File: src/rtl/spi_reg_bank.sv
// SPI mode-0 peripheral mapping {rw, addr, data} frames onto a flat bank of control registers.
// Optional read-back over CIPO is built only when SPI_READBACK_EN is defined.
module spi_reg_bank #(
    parameter int ADDR_W   = 7,
    parameter int DATA_W   = 8,
    parameter int NUM_REGS = 5
) (
    input  logic                       clk,
    input  logic                       rst_n,
    input  logic                       sclk,
    input  logic                       ncs,
    input  logic                       copi,
    output logic                       cipo,
    output logic                       cipo_oe,
    output logic [NUM_REGS*DATA_W-1:0] regs_flat,
    output logic                       wr_pulse,
    output logic [ADDR_W-1:0]          wr_addr,
    output logic                       frame_err
);

    localparam int FRAME_W = 1 + ADDR_W + DATA_W;
    localparam int HDR_W   = 1 + ADDR_W;
    localparam int CNT_W   = $clog2(FRAME_W + 2);

    localparam logic [1:0] ST_IDLE   = 2'd0;
    localparam logic [1:0] ST_SHIFT  = 2'd1;
    localparam logic [1:0] ST_COMMIT = 2'd2;

    localparam logic [ADDR_W:0] NUM_REGS_L = (ADDR_W + 1)'(NUM_REGS);

    // Bit 0 is the metastability stage, bit 1 the synchronised sample, bit 2 the previous sample.
    logic [2:0] sclk_sync_reg;
    logic [2:0] ncs_sync_reg;
    logic [1:0] copi_sync_reg;

    always_ff @(posedge clk or negedge rst_n) begin
        if (!rst_n) begin
            sclk_sync_reg <= '0;
            ncs_sync_reg  <= '1;
            copi_sync_reg <= '0;
        end else begin
            sclk_sync_reg <= {sclk_sync_reg[1:0], sclk};
            ncs_sync_reg  <= {ncs_sync_reg[1:0], ncs};
            copi_sync_reg <= {copi_sync_reg[0], copi};
        end
    end

    logic sclk_rise;
    logic ncs_s;
    logic ncs_fall;
    logic ncs_rise;

    assign sclk_rise = sclk_sync_reg[1] & ~sclk_sync_reg[2];
    assign ncs_s     = ncs_sync_reg[1];
    assign ncs_fall  = ~ncs_sync_reg[1] & ncs_sync_reg[2];
    assign ncs_rise  = ncs_sync_reg[1] & ~ncs_sync_reg[2];

    logic [1:0]         state_reg;
    logic [FRAME_W-1:0] shift_reg;
    logic [CNT_W-1:0]   count_reg;
    logic               wr_pulse_reg;
    logic [ADDR_W-1:0]  wr_addr_reg;
    logic               frame_err_reg;

    logic              fr_rw;
    logic [ADDR_W-1:0] fr_addr;
    logic [DATA_W-1:0] fr_data;
    logic              fr_full;
    logic              fr_addr_ok;

    assign fr_rw      = shift_reg[FRAME_W-1];
    assign fr_addr    = shift_reg[DATA_W +: ADDR_W];
    assign fr_data    = shift_reg[DATA_W-1:0];
    assign fr_full    = (count_reg == CNT_W'(FRAME_W));
    assign fr_addr_ok = ({1'b0, fr_addr} < NUM_REGS_L);

    // The commit decision is taken on the ncs rise so the strobe lines up with the COMMIT cycle,
    // while the bank itself is written during COMMIT and shows the new value one cycle later.
    always_ff @(posedge clk or negedge rst_n) begin
        if (!rst_n) begin
            state_reg     <= ST_IDLE;
            shift_reg     <= '0;
            count_reg     <= '0;
            wr_pulse_reg  <= 1'b0;
            wr_addr_reg   <= '0;
            frame_err_reg <= 1'b0;
        end else begin
            wr_pulse_reg  <= 1'b0;
            frame_err_reg <= 1'b0;
            case (state_reg)
                ST_IDLE: begin
                    if (ncs_fall) begin
                        state_reg <= ST_SHIFT;
                        shift_reg <= '0;
                        count_reg <= '0;
                    end
                end
                ST_SHIFT: begin
                    if (ncs_rise) begin
                        state_reg <= ST_COMMIT;
                        if (!fr_full) begin
                            frame_err_reg <= 1'b1;
                        end else if (fr_rw && fr_addr_ok) begin
                            wr_pulse_reg <= 1'b1;
                            wr_addr_reg  <= fr_addr;
                        end
                    end else if (sclk_rise && !ncs_s) begin
                        if (count_reg < CNT_W'(FRAME_W)) begin
                            shift_reg <= {shift_reg[FRAME_W-2:0], copi_sync_reg[1]};
                        end
                        if (count_reg != CNT_W'(FRAME_W + 1)) begin
                            count_reg <= count_reg + CNT_W'(1);
                        end
                    end
                end
                ST_COMMIT: begin
                    state_reg <= ST_IDLE;
                    if (ncs_fall) begin
                        state_reg <= ST_SHIFT;
                        shift_reg <= '0;
                        count_reg <= '0;
                    end
                end
                default: state_reg <= ST_IDLE;
            endcase
        end
    end

`ifdef SPI_READBACK_EN
    logic [DATA_W-1:0] bank [NUM_REGS];
`endif

    generate
        for (genvar gi = 0; gi < NUM_REGS; gi++) begin : g_reg
            logic [DATA_W-1:0] value_reg;

            always_ff @(posedge clk or negedge rst_n) begin
                if (!rst_n) begin
                    value_reg <= '0;
                end else if (wr_pulse_reg && (wr_addr_reg == ADDR_W'(gi))) begin
                    value_reg <= fr_data;
                end
            end

            assign regs_flat[gi*DATA_W +: DATA_W] = value_reg;
`ifdef SPI_READBACK_EN
            assign bank[gi] = value_reg;
`endif
        end
    endgenerate

    assign wr_pulse  = wr_pulse_reg;
    assign wr_addr   = wr_addr_reg;
    assign frame_err = frame_err_reg;

`ifdef SPI_READBACK_EN
    localparam int TXC_W = $clog2(DATA_W + 1);

    logic              sclk_fall;
    logic [DATA_W-1:0] rd_data;
    logic [DATA_W-1:0] tx_reg;
    logic [TXC_W-1:0]  tx_left_reg;
    logic              tx_loaded_reg;
    logic              cipo_reg;

    assign sclk_fall = ~sclk_sync_reg[1] & sclk_sync_reg[2];

    // Once the header is in, its address sits in the low bits of the shift register.
    always_comb begin
        rd_data = '0;
        for (int i = 0; i < NUM_REGS; i++) begin
            if (shift_reg[ADDR_W-1:0] == ADDR_W'(i)) begin
                rd_data = bank[i];
            end
        end
    end

    always_ff @(posedge clk or negedge rst_n) begin
        if (!rst_n) begin
            tx_reg        <= '0;
            tx_left_reg   <= '0;
            tx_loaded_reg <= 1'b0;
            cipo_reg      <= 1'b0;
        end else if (state_reg != ST_SHIFT) begin
            tx_left_reg   <= '0;
            tx_loaded_reg <= 1'b0;
            cipo_reg      <= 1'b0;
        end else if (!tx_loaded_reg && count_reg == CNT_W'(HDR_W) && !shift_reg[ADDR_W]) begin
            tx_reg        <= rd_data;
            tx_left_reg   <= TXC_W'(DATA_W);
            tx_loaded_reg <= 1'b1;
        end else if (sclk_fall) begin
            if (tx_left_reg != '0) begin
                cipo_reg    <= tx_reg[DATA_W-1];
                tx_reg      <= {tx_reg[DATA_W-2:0], 1'b0};
                tx_left_reg <= tx_left_reg - TXC_W'(1);
            end else begin
                cipo_reg <= 1'b0;
            end
        end
    end

    assign cipo    = cipo_reg;
    assign cipo_oe = ~ncs_s;
`else
    assign cipo    = 1'b0;
    assign cipo_oe = 1'b0;
`endif

endmodule
File: config.mk
export PLATFORM = sky130hd
export DESIGN_NAME = spi_reg_bank
export DESIGN_NICKNAME = d
export VERILOG_FILES = /design/src/rtl/spi_reg_bank.sv
export SDC_FILE = /design/constraint.sdc
export NUM_CORES = 1
export LEC_CHECK = 0
export ABC_AREA = 1
export BUFFER_PORTS_ARGS = -buffer_cell sky130_fd_sc_hd__buf_2
export CAP_MARGIN = 20
export CORE_ASPECT_RATIO = 1.1
export CORE_MARGIN = 2
export CORE_UTILIZATION = 51
export CTS_CLUSTER_DIAMETER = 120
export CTS_CLUSTER_SIZE = 10
export DETAILED_ROUTE_END_ITERATION = 8
export HOLD_SLACK_MARGIN = 0.15
export PLACE_DENSITY = 0.76
export SLEW_MARGIN = 30
export SYNTH_ARGS = -nofsm -noshare
export SYNTH_HDL_FRONTEND = slang
export SYNTH_SLANG_ARGS = --single-unit
File: constraint.sdc
create_clock -name clk -period 1.5 [get_ports clk]
set_clock_uncertainty 0.2 [all_clocks]
set_input_delay 0.15 -clock clk [delete_from_list [all_inputs] [get_ports clk]]
set_output_delay 0.15 -clock clk [all_outputs]
set_load 0.02 [all_outputs]
# ---- Word-level counts from Yosys, hierarchy flattened
# Cells that the tools add are included.
dict set report word_totals {
  reg_bits 80
  wordCells 75
  inputBits 5
  output_inout_bits 51
}
dict set report op_classes {
  add_sub_neg 1
  bitwise 6
  n_eq_ne 15
  reduce_logical 16
  mux 21
  order_cmp 2
}
# operator count
set op_table {}
lappend op_table {{two-way mux 16 bit} 4}
lappend op_table {{one-hot mux 16 bit (2 select lines)} 1}
lappend op_table {{two-way mux 5 bit} 4}
lappend op_table {{equality test 7 x 2 -> 1 bit, second input constant} 2}
lappend op_table {{!= test 2 bit, second input constant} 6}
lappend op_table {{one-hot mux 5 bit (2 select lines)} 1}
lappend op_table {{AND reduction 5 bit} 2}
lappend op_table {{two-way mux 1 bit} 8}
lappend op_table {{equality test 7 x 1 -> 1 bit, second input constant} 1}
lappend op_table {{equality test 7 x 3 -> 1 bit, second input constant} 1}
lappend op_table {{logical AND 1 bit} 7}
lappend op_table {{logical NOT 7 bit} 1}
lappend op_table {{< comparator 7 x 3 -> 1 bit, second input constant} 1}
lappend op_table {{one-hot mux 2 bit (3 select lines)} 1}
lappend op_table {{adder 5 x 1 -> 5 bit, second input constant} 1}
lappend op_table {{equality test 5 bit, second input constant} 1}
lappend op_table {{< comparator 5 bit, second input constant} 1}
lappend op_table {{!= test 5 bit, second input constant} 1}
lappend op_table {{two-way mux 2 bit} 2}
lappend op_table {{AND reduction 4 bit} 1}
lappend op_table {{AND 1 bit} 3}
lappend op_table {{inverter 1 bit} 3}
lappend op_table {{equality test 2 x 1 -> 1 bit, second input constant} 1}
lappend op_table {{equality test 2 bit, second input constant} 1}
lappend op_table {{other kinds (6)} 6}

# ---- Depth between registers and ports, before layout
# Gate-level depths: netlist of run 1.
dict set report logic_depth {
  ltp_word 6
  mapped_depth 9
  depth_no_buf 8
}

# ---- Worst setup path after synthesis of run 1
# OpenSTA, ideal clock, no wires.
dict set report synth_timing {
  path_type {reg2reg}
  from {register wr_addr_reg[2] (netlist: wr_addr[2])}
  to {register g_reg[1].value_reg[6]}
  n_path_buf 1
  t_arrival_ns 1.288
  setup_slack_ns -0.106
  t_required_ns 1.182
  stages_incl_launch_ff 8
  setup_ns 0.118
  synth_period_minus_slack_ns 1.606
  cell_sequence {dfrtp_1 > inv_1 > nand3_1 > nor2_4 > nand3_2 > buf_6 > nand2_1 > o21ai_2}
}
dict set report synth_between {
  elab_chain_len 2
}
# item line_no
set synth_rtl {}
lappend synth_rtl {{start, declared} 62} ;# logic [ADDR_W-1:0] wr_addr_reg;
lappend synth_rtl {{start signal, assigned} 105} ;# wr_addr_reg <= fr_addr;
lappend synth_rtl {{equality test 7 x 1 -> 1 bit} 140} ;# end else if (wr_pulse_reg && (wr_addr_reg == ADDR_W'(gi))) begin
lappend synth_rtl {{logical AND 1 bit} 140}
lappend synth_rtl {{end signal, assigned} 141} ;# value_reg <= fr_data;
lappend synth_rtl {{end, declared} 135} ;# logic [DATA_W-1:0] value_reg;
# Every way passes these cells.
# A chain may end at the register's enable or synchronous reset.

# ---- Final worst setup path of run 1
dict set report layout_timing {
  from {register state_reg[1]}
  to {register shift_reg[3]}
}
dict set report layout_between {
  elab_chain_len 4
  elab_cells_between_ends 11
  cone_classes {eq/ne (6); mux (1); reduce/logical (4)}
}
# item line_no
set layout_rtl {}
lappend layout_rtl {{start, declared} 58} ;# logic [1:0] state_reg;
lappend layout_rtl {{start signal, assigned} 81} ;# state_reg <= ST_IDLE;
lappend layout_rtl {{start signal, assigned} 93} ;# state_reg <= ST_SHIFT;
lappend layout_rtl {{start signal, assigned} 100} ;# state_reg <= ST_COMMIT;
lappend layout_rtl {{equality test 2 bit or logical NOT 2 bit (tied branches)} 90} ;# case (state_reg)
lappend layout_rtl {{OR reduction 2 bit (no source line)} --}
lappend layout_rtl {{!= test 2 x 1 -> 1 bit (no source line) or nonzero test 2 bit (tied branches)} --}
lappend layout_rtl {{AND reduction 5 bit (no source line)} --}
lappend layout_rtl {{end signal, assigned} 109} ;# shift_reg <= {shift_reg[FRAME_W-2:0], copi_sync_reg[1]};
lappend layout_rtl {{end, declared} 59} ;# logic [FRAME_W-1:0] shift_reg;
# Parallel ways exist; a longest one is shown, timed or not.

==> flow_summary.yaml, run 1 <==
grt:
  grt_max_degree: 32
  globalRouteOverflowTotal: 0
  grt_pass1_vias: 3011
  grt_pass1_wl_um: 13930
  grt_usage_pct: 22.79
  antenna_found_initial: 0
routing:
  routed.top_layer: "met4"
  vias: 3092
  vias_per_cell: 5.162
  drtAntennaViolNets: 0
  totalWireLength_um: 8566
  wl_met1_um: 3334
  wl_met3_um: 414
  dr_wl_met2_um: 4606
  drt-pass1-iter-count: 4
  drc: 0
  drtIter0Drc: 163
  wl_per_cell_um: 14.30
logic_synthesis:
  synthCells: 408
  yosysSeqAreaShare_pct: 55.56
  synth_seq_cells: 80
  avgSynthCellArea_um2: 8.847
  yosysWarnings: 0
  synth_area_mm2: 0.003610
  ys_types: 29
place:
  gp_congestion: 0.8127
  dp_hpwl_um: 5541
  port_buffers: 53
worst_setup_path:
  crit_slowest_cell: "dfrtp_1"
  crit_required_ps: 1600
  r2r_start: "state_reg[1]"
  path_max_fanout: 16
  slowest_delay_ps: 480
  path_buf_inv: 1
  r2r_cells: 4
  r2r-end: "shift_reg[3]"
  arrival_ps: 1630
  path_cells: "o21ai_4, buf_4, nand4_1, nand2_1"
  crit_family: "flip-flops"
  critPathKind: "flip-flop to flip-flop"
  worst-r2r-setup-slack_ps: -20
  critPathLaunchType: "flip-flop"
  critical_path.startpoint: "state_reg[1]"
  cp-end-kind: "flip-flop"
pwr:
  p_int_uw: 3209
  ir_worst_vdd_uv: 716.1
  combPwrFrac_pct: 12.1
  p_sw_share_pct: 27.87
  power_switching_uw: 1240
  p_leak_uw: 0.002667
  p_total_uw: 4448
  powerDensity_mw_per_mm2: 919.1
  seqPwrFrac_pct: 51.3
  p_clk_share_pct: 36.5
cells_and_area:
  largest_reg_flops: 40
  drive_above_1_share_pct: 40.27
  n_antenna_cell: 0
  final_common_cell: "nand2_1"
  syn2layout_area_growth_pct: 34.07
  fin_nets: 517
  layout_common_cells: "121 x nand2_1, 71 x dfrtp_1, 52 x buf_2, 37 x inv_1, 31 x buf_4"
sta:
  fin_ws_ps: -24.40
  fmax_mhz: 656.0
  timing.final.hold_violations: 0
  fin_tns_setup_ps: -148.6
  grt_setup_unrepaired: "true"
  slew_viol_final: 0
  min_period_ps: 1524
  setup_viol: 14
  fin_crit_sh_pct: 101.6
clocking:
  clk_latency_ps: 360
  cts.sinks: 80
  cts_tree: "built"
  clockRootBuffer: "clkbuf_8"
  cts_inserted_buffers: 9
  path_clk_slew_ps: 90
  cts_buffer_depth: 2
  cts-hold-fix-buffers: 4
  htree_levels: 3
die:
  start_util_pct: 52.11
  die_h_um: 92.24
  num_rows: 32
  die_area_mm2: 0.007768
  fp.dieW_um: 84.22
  core-area_mm2: 0.006927
  io-pin-count: 56
status:
  status: "finished with violations"
  violations: "setup timing"
job:
  maxCapViolCount: 0
worst_hold_path:
  hp-class: "primary input to async pin"
power groups by stage:
stage / Combinational (uW) / Clock, uW / Sequential (uW)
final: 540 / 1630 / 2280
after global routing: 602 / 1770 / 2290
after CTS: 533 / 1670 / 2280
after detailed placement: 478 / 0 / 2320
after global placement: 466 / 0 / 2310
after floorplan: 267 / 0 / 2310
cells in the mapped netlist:
cell type	n	area (um^2)
nor2_2	3	18.77
nand2_2	7	43.79
nand3_4	3	52.55
conb_1	1	3.750
nor2_1	16	60.06
buf_6	3	33.78
or2_2	1	6.260
buf_2	4	20.02
o21ai_1	1	5.000
nand3b_1	1	7.510
nand2_1	147	551.8
dfstp_2	3	78.83
nand2_4	1	11.26
inv_4	1	6.260
o21ai_2	9	78.83
nor2_4	2	22.52
nand4_1	21	131.4
a21oi_1	2	10.01
dfrtp_1	77	1927
nand3_1	34	170.2
inv_2	3	11.26
inv_1	45	168.9
clkbuf_2	1	5.000
clkbuf_1	1	3.750
nor3_4	3	48.80
buf_4	4	30.03
nand3_2	2	20.02
ha_1	3	37.54
o21ai_0	9	45.04
routing by layer:
metal / global-route usage (%) / vias to the layer above
li1: - / 1497
met1: 26.96 / 1492
met2: 38.43 / 84
met3: 5.671 / 19
met4: 11.56 / 0
met5: 0 / -
logic make-up (layout without fill, tap and decap cells):
logic type	Yosys count	after routing	share of synthesized area (%)
and+or+nand+nor	241	242	31.72
AOI/OAI and AO/OA	21	21	3.847
DFF	80	80	55.56
adders and majority gates	3	3	1.040
buffers and inverters	62	166	7.729
other	1	2	0.1039
cell type report:
cell class | instances | area, um^2
clock buffers | 9 | 123.9
clock inverters | 7 | 78.83
fillers | 529 | 2087
inverters | 49 | 196.4
multi-input cells | 268 | 1568
flip-flops and latches | 80 | 2013
well taps | 85 | 106.4
repair buffers | 101 | 753.2
worst max path at each step:
stage                             to  depth (start not counted)
2_1_floorplan  g_reg[4].value_reg[0]                          6
3_3_place_gp   g_reg[0].value_reg[1]                          7
3_5_place_dp   g_reg[0].value_reg[2]                          7
4_1_cts                 count_reg[2]                          6
5_1_grt        g_reg[3].value_reg[1]                          6
6_report                shift_reg[3]                          4
per-stage QoR:
step / instances / util, % / hold slack (ps) / instance area [um^2] / worst slack (ps)
floorplan: 409 / - / -345.6 / 3637 / -47.78
global placement: 570 / 61.15 / -85.13 / 4235 / -1.735
detailed placement: 570 / 61.15 / -84.91 / 4235 / -37.52
CTS: 593 / 65.84 / 58.22 / 4561 / 1.358
global route: 599 / 69.87 / 90.79 / 4840 / -96.08
finish: 599 / 69.87 / 66.20 / 4840 / -24.40
repair_timing:
item,4_1_cts,5_1_grt
pin swaps,7,22
endpoints found under the hold margin,83,26
buffers inserted,2,4
cloned,1,2
resized for setup,16,61
endpoints found under the setup margin,31,66
Note: power is estimated with default switching activity, not from simulation.
==> inputs of run 2 (changes only) <==
Settings changed: CORE_UTILIZATION 51 to 55, PLACE_DENSITY 0.76 to 0.78.
Clock period 1.5 ns to 1.6 ns, I/O delays scaled along.
==> run 2 against run 1 <==
The flow now finishes without violations. Critical endpoint is now count_reg[2]. First-iteration DRC count is 19% higher. Register-to-register slack gained 97 ps. Sequential power down 6%. Critical path type unchanged.
==> flow_summary.yaml, run 2 (synthesis results as in run 1) <==
status:
  status: "complete, no violations"
routing:
  drtAntennaViolNets: 0
  drt-pass1-iter-count: 4
  totalWireLength_um: 7874
  vias: 3030
  vias_per_cell: 5.224
  drc: 0
  wl_per_cell_um: 13.58
  drtIter0Drc: 194
clocking:
  htree_levels: 3
  clockRootBuffer: "clkbuf_8"
  cts_inserted_buffers: 9
  cts_buffer_depth: 2
  cts_tree: "built"
  path_clk_slew_ps: 80
  cts.sinks: 80
  clk_latency_ps: 360
cells_and_area:
  n_antenna_cell: 0
  layout_common_cells: "147 x nand2_1, 76 x dfrtp_1, 52 x buf_2, 40 x inv_1, 34 x nand3_1"
  final_common_cell: "nand2_1"
  drive_above_1_share_pct: 29.00
  syn2layout_area_growth_pct: 24.44
  fin_nets: 503
  instances_no_fill: 580
  largest_reg_flops: 40
sta:
  whs_ps: 159.8
  grt_setup_unrepaired: "true"
  fin_crit_sh_pct: 95.46
  timing.final.hold_violations: 0
  min_period_ps: 1527
  fmax_mhz: 654.7
  slew_viol_final: 0
  setup_viol: 0
worst_setup_path:
  crit_slowest_cell: "dfrtp_2"
  critPathLaunchType: "flip-flop"
  path_max_fanout: 7
  path_cells: "ha_1, inv_1, or2_2, a21oi_1, nand3_1, nand2_1"
  crit_family: "simple AND/OR/NAND/NOR gates"
  slowest_delay_ps: 430
  path_buf_inv: 1
  r2r_start: "count_reg[0]"
  crit_required_ps: 1700
  arrival_ps: 1630
  cp-end-kind: "flip-flop"
  critPathKind: "flip-flop to flip-flop"
  critical_path.startpoint: "count_reg[0]"
place:
  port_buffers: 53
  gp_congestion: 0.7896
  dp_hpwl_um: 5406
  dp_cells: 554
job:
  maxCapViolCount: 0
pwr:
  p_leak_uw: 0.002565
  powerDensity_mw_per_mm2: 956.1
  ir_worst_vdd_uv: 678.6
  p_total_uw: 4295
die:
  die_area_mm2: 0.007228
  fp.dieW_um: 81.24
  die_h_um: 88.97
  start_util_pct: 57.58
  core-area_mm2: 0.006269
  num_rows: 30
  io-pin-count: 56
grt:
  globalRouteOverflowTotal: 0
  antenna_found_initial: 0
  grt_pass1_wl_um: 12790
  grt_pass1_vias: 2717
  grt_max_degree: 35
  grt_usage_pct: 23.69
worst_hold_path:
  hp-class: "flip-flop to flip-flop"
  hp-start: "ncs_sync_reg[0]"
## run 2: changes by cell type in the layout (fill, tap and decap cells not counted), sizes merged
cell / change
buf: -13
bufinv: +1
clkbuf: -1
clkinv: +1
clkinvlp: -2
dlygate4sd3: +1
inv: -1
## run 2: timing repair
item / 4_1_cts / 5_1_grt
cloned: 0 / 1
pin swaps: 0 / 2
setup buffers: 0 / 4
hold endpoints to repair: 83 / 0
setup endpoints to repair: 4 / 75
hold buffers: 5 / 0
gates resized for setup: 1 / 15
## run 2: final cells by class
cell class	count	area, um^2
Fill cell	445	1777
Multi-Input combinational cell	268	1371
Tap cell	80	100.1
Clock inverter	6	90.09
Clock buffer	10	137.6
Inverter	49	188.9
Timing Repair Buffer	87	596.8
Sequential cell	80	2007
## run 2: through the flow
step / TNS (ps) / worst slack, ps / area [um^2] / util (%)
final: 0 / 72.67 / 4492 / 71.66
after floorplan: 0 / 6.315 / 3613 / -
after global routing: -38.38 / -18.85 / 4492 / 71.66
after CTS: 0 / 17.32 / 4407 / 70.30
after detailed placement: -60.95 / -21.94 / 4126 / 65.83
after global placement: 0 / 14.17 / 4126 / 65.83
## run 2: per-layer routing
| metal | part of all wire (%) | GRT usage, % |
|---|---|---|
| met3 | 6.0 | 4.141 |
| met2 | 51 | 39.22 |
| met4 | 1.4 | 10.48 |
| met1 | 42 | 30.85 |
| met5 | 0 | 0 |
## run 2: report_power, final
part           internal, uW  switching, uW  leakage, uW
sequential             2080           73.4      0.00109
clock                   926            766     0.000113
combinational           172            281      0.00136
## run 2: worst paths after layout
path	endpoint	slack, ps	cells after the start
max	count_reg[2]	70	6
min	ncs_sync_reg[1]	160	0
max reg2reg	count_reg[2]	70	6
min reg2reg	ncs_sync_reg[1]	160	0
max in group asynchronous	shift_reg[8]	190	4
min in group asynchronous	g_reg[3].value_reg[6]	580	3
## run 2: worst reg2reg max path, stage by stage, from the launching register on
cell	delay (ps)
dfrtp_2	430
ha_1	200
inv_1	60
or2_2	270
a21oi_1	150
nand3_1	100
nand2_1	70
==> inputs of run 3 (changes only) <==
==> constraint.sdc (replaced) <==
create_clock -name clk -period 1.6 [get_ports clk]
set_clock_uncertainty 0.2 [all_clocks]
set_input_delay 0.08 -clock clk [delete_from_list [all_inputs] [get_ports clk]]
set_output_delay 0.08 -clock clk [all_outputs]
set_load 0.02 [all_outputs]
==> run 3 against run 2 <==
Worst hold slack got worse by 9.9 ps. Register-to-register slack barely moved. Utilization barely moved. First-iteration DRC count fell by 2.1%. Via count fell by 0.53%. Non-clock buffer count rose by 1. Clock power barely moved.
==> flow_summary.yaml, run 3 (synthesis results as in run 1) <==
status:
  status: "complete, no violations"
grt:
  grt_pass1_vias: 2722
  grt_max_degree: 35
  grt_pass1_wl_um: 12830
  antenna_found_initial: 0
  globalRouteOverflowTotal: 0
  grt_usage_pct: 23.76
routing:
  vias: 3014
  drc: 0
  drtAntennaViolNets: 0
  vias_per_cell: 5.188
  totalWireLength_um: 7887
  drtIter0Drc: 190
  drt-pass1-iter-count: 4
  wl_per_cell_um: 13.57
worst_setup_path:
  crit_family: "simple AND/OR/NAND/NOR gates"
  arrival_ps: 1580
  path_max_fanout: 16
  cp-end-kind: "flip-flop"
  path_buf_inv: 2
  crit_slowest_cell: "dfrtp_1"
  crit_required_ps: 1650
  r2r_start: "wr_addr[2]"
  slowest_delay_ps: 420
  path_cells: "inv_2, nand3_1, nor2_4, nand3_2, buf_12, nand2_1, o21ai_2"
  critPathKind: "flip-flop to flip-flop"
  critical_path.startpoint: "wr_addr[2]"
  critPathLaunchType: "flip-flop"
pwr:
  p_total_uw: 4297
  p_leak_uw: 0.002567
  ir_worst_vdd_uv: 680.8
  powerDensity_mw_per_mm2: 956.1
cells_and_area:
  largest_reg_flops: 40
  drive_above_1_share_pct: 28.94
  layout_common_cells: "147 x nand2_1, 76 x dfrtp_1, 52 x buf_2, 40 x inv_1, 34 x nand3_1"
  fin_nets: 504
  final_common_cell: "nand2_1"
  syn2layout_area_growth_pct: 24.51
  num-fill-cells: 449
  n_antenna_cell: 0
clocking:
  clockRootBuffer: "clkbuf_8"
  cts_tree: "built"
  cts_inserted_buffers: 9
  cts.sinks: 80
  cts_buffer_depth: 2
  path_clk_slew_ps: 80
  htree_levels: 3
  clk_latency_ps: 360
die:
  die_area_mm2: 0.007228
  die_h_um: 88.97
  core-area_mm2: 0.006269
  num_rows: 30
  io-pin-count: 56
  start_util_pct: 57.58
  fp.dieW_um: 81.24
worst_hold_path:
  hp-start: "sclk"
  hp-class: "primary input to flip-flop"
place:
  port_buffers: 53
  pre_cts_slack_ps: -21.94
  dp_hpwl_um: 5406
  gp_congestion: 0.7896
sta:
  fmax_mhz: 653.8
  fin_tns_setup_ps: 0
  grt_setup_unrepaired: "true"
  timing.final.hold_violations: 0
  fin_ws_ps: 70.57
  fin_crit_sh_pct: 95.59
  setup_viol: 0
  min_period_ps: 1529
  slew_viol_final: 0
job:
  maxCapViolCount: 0
==> run 3: metal layers <==
| metal | up-vias | share of wire [%] | wire [um] | GRT usage [%] |
|---|---|---|---|---|
| li1 | 1463 | - | - | - |
| met1 | 1447 | 41 | 3270 | 30.92 |
| met2 | 95 | 51 | 4013 | 39.37 |
| met3 | 9 | 6.6 | 523 | 4.141 |
| met4 | 0 | 1.0 | 79 | 10.48 |
| met5 | - | 0 | 0 | 0 |
==> run 3: path summary, 6_finish.rpt <==
path	to	slack, ps	cells after the start
setup / recovery	g_reg[1].value_reg[5]	70	7
hold / removal	sclk_sync_reg[0]	150	2
setup reg to reg	g_reg[1].value_reg[5]	70	7
hold reg to reg	ncs_sync_reg[1]	160	0
max in group asynchronous	shift_reg[8]	180	4
min in group asynchronous	g_reg[3].value_reg[6]	540	3
==> run 3: cell type report <==
type	count	area, um^2	area share [%]
Clock inverter	6	90.09	2.004
Multi-Input combinational cell	268	1371	30.51
Clock buffer	10	137.6	3.062
Inverter	49	188.9	4.204
Timing Repair Buffer	88	599.3	13.34
Sequential cell	80	2007	44.65
Tap cell	80	100.1	2.227
==> run 3: stage by stage <==
stage,util [%],std cells,area [um^2],hold WS (ps)
floorplan,-,409,3613,-415.6
global placement,65.83,554,4126,-141.8
detailed placement,65.83,554,4126,-138.0
CTS,70.46,576,4417,153.1
global route,71.70,581,4494,159.9
finish,71.70,581,4494,149.9
==> run 3: where the power goes <==
| group | internal, uW | total [uW] | switching, uW |
|---|---|---|---|
| logic | 172 | 453 | 280 |
| clock network | 927 | 1700 | 770 |
| registers | 2080 | 2150 | 72.0 |
| total | 3180 | 4300 | 1120 |
==> run 3: timing repair <==
| action | 4_1_cts | 5_1_grt |
|---|---|---|
| buffers inserted | 0 | 4 |
| setup endpoints to repair | 4 | 38 |
| pin swaps | 0 | 2 |
| gates resized for setup | 1 | 13 |
| gates cloned | 0 | 1 |
| hold endpoints to repair | 83 | 0 |
| hold buffers | 6 | 0 |
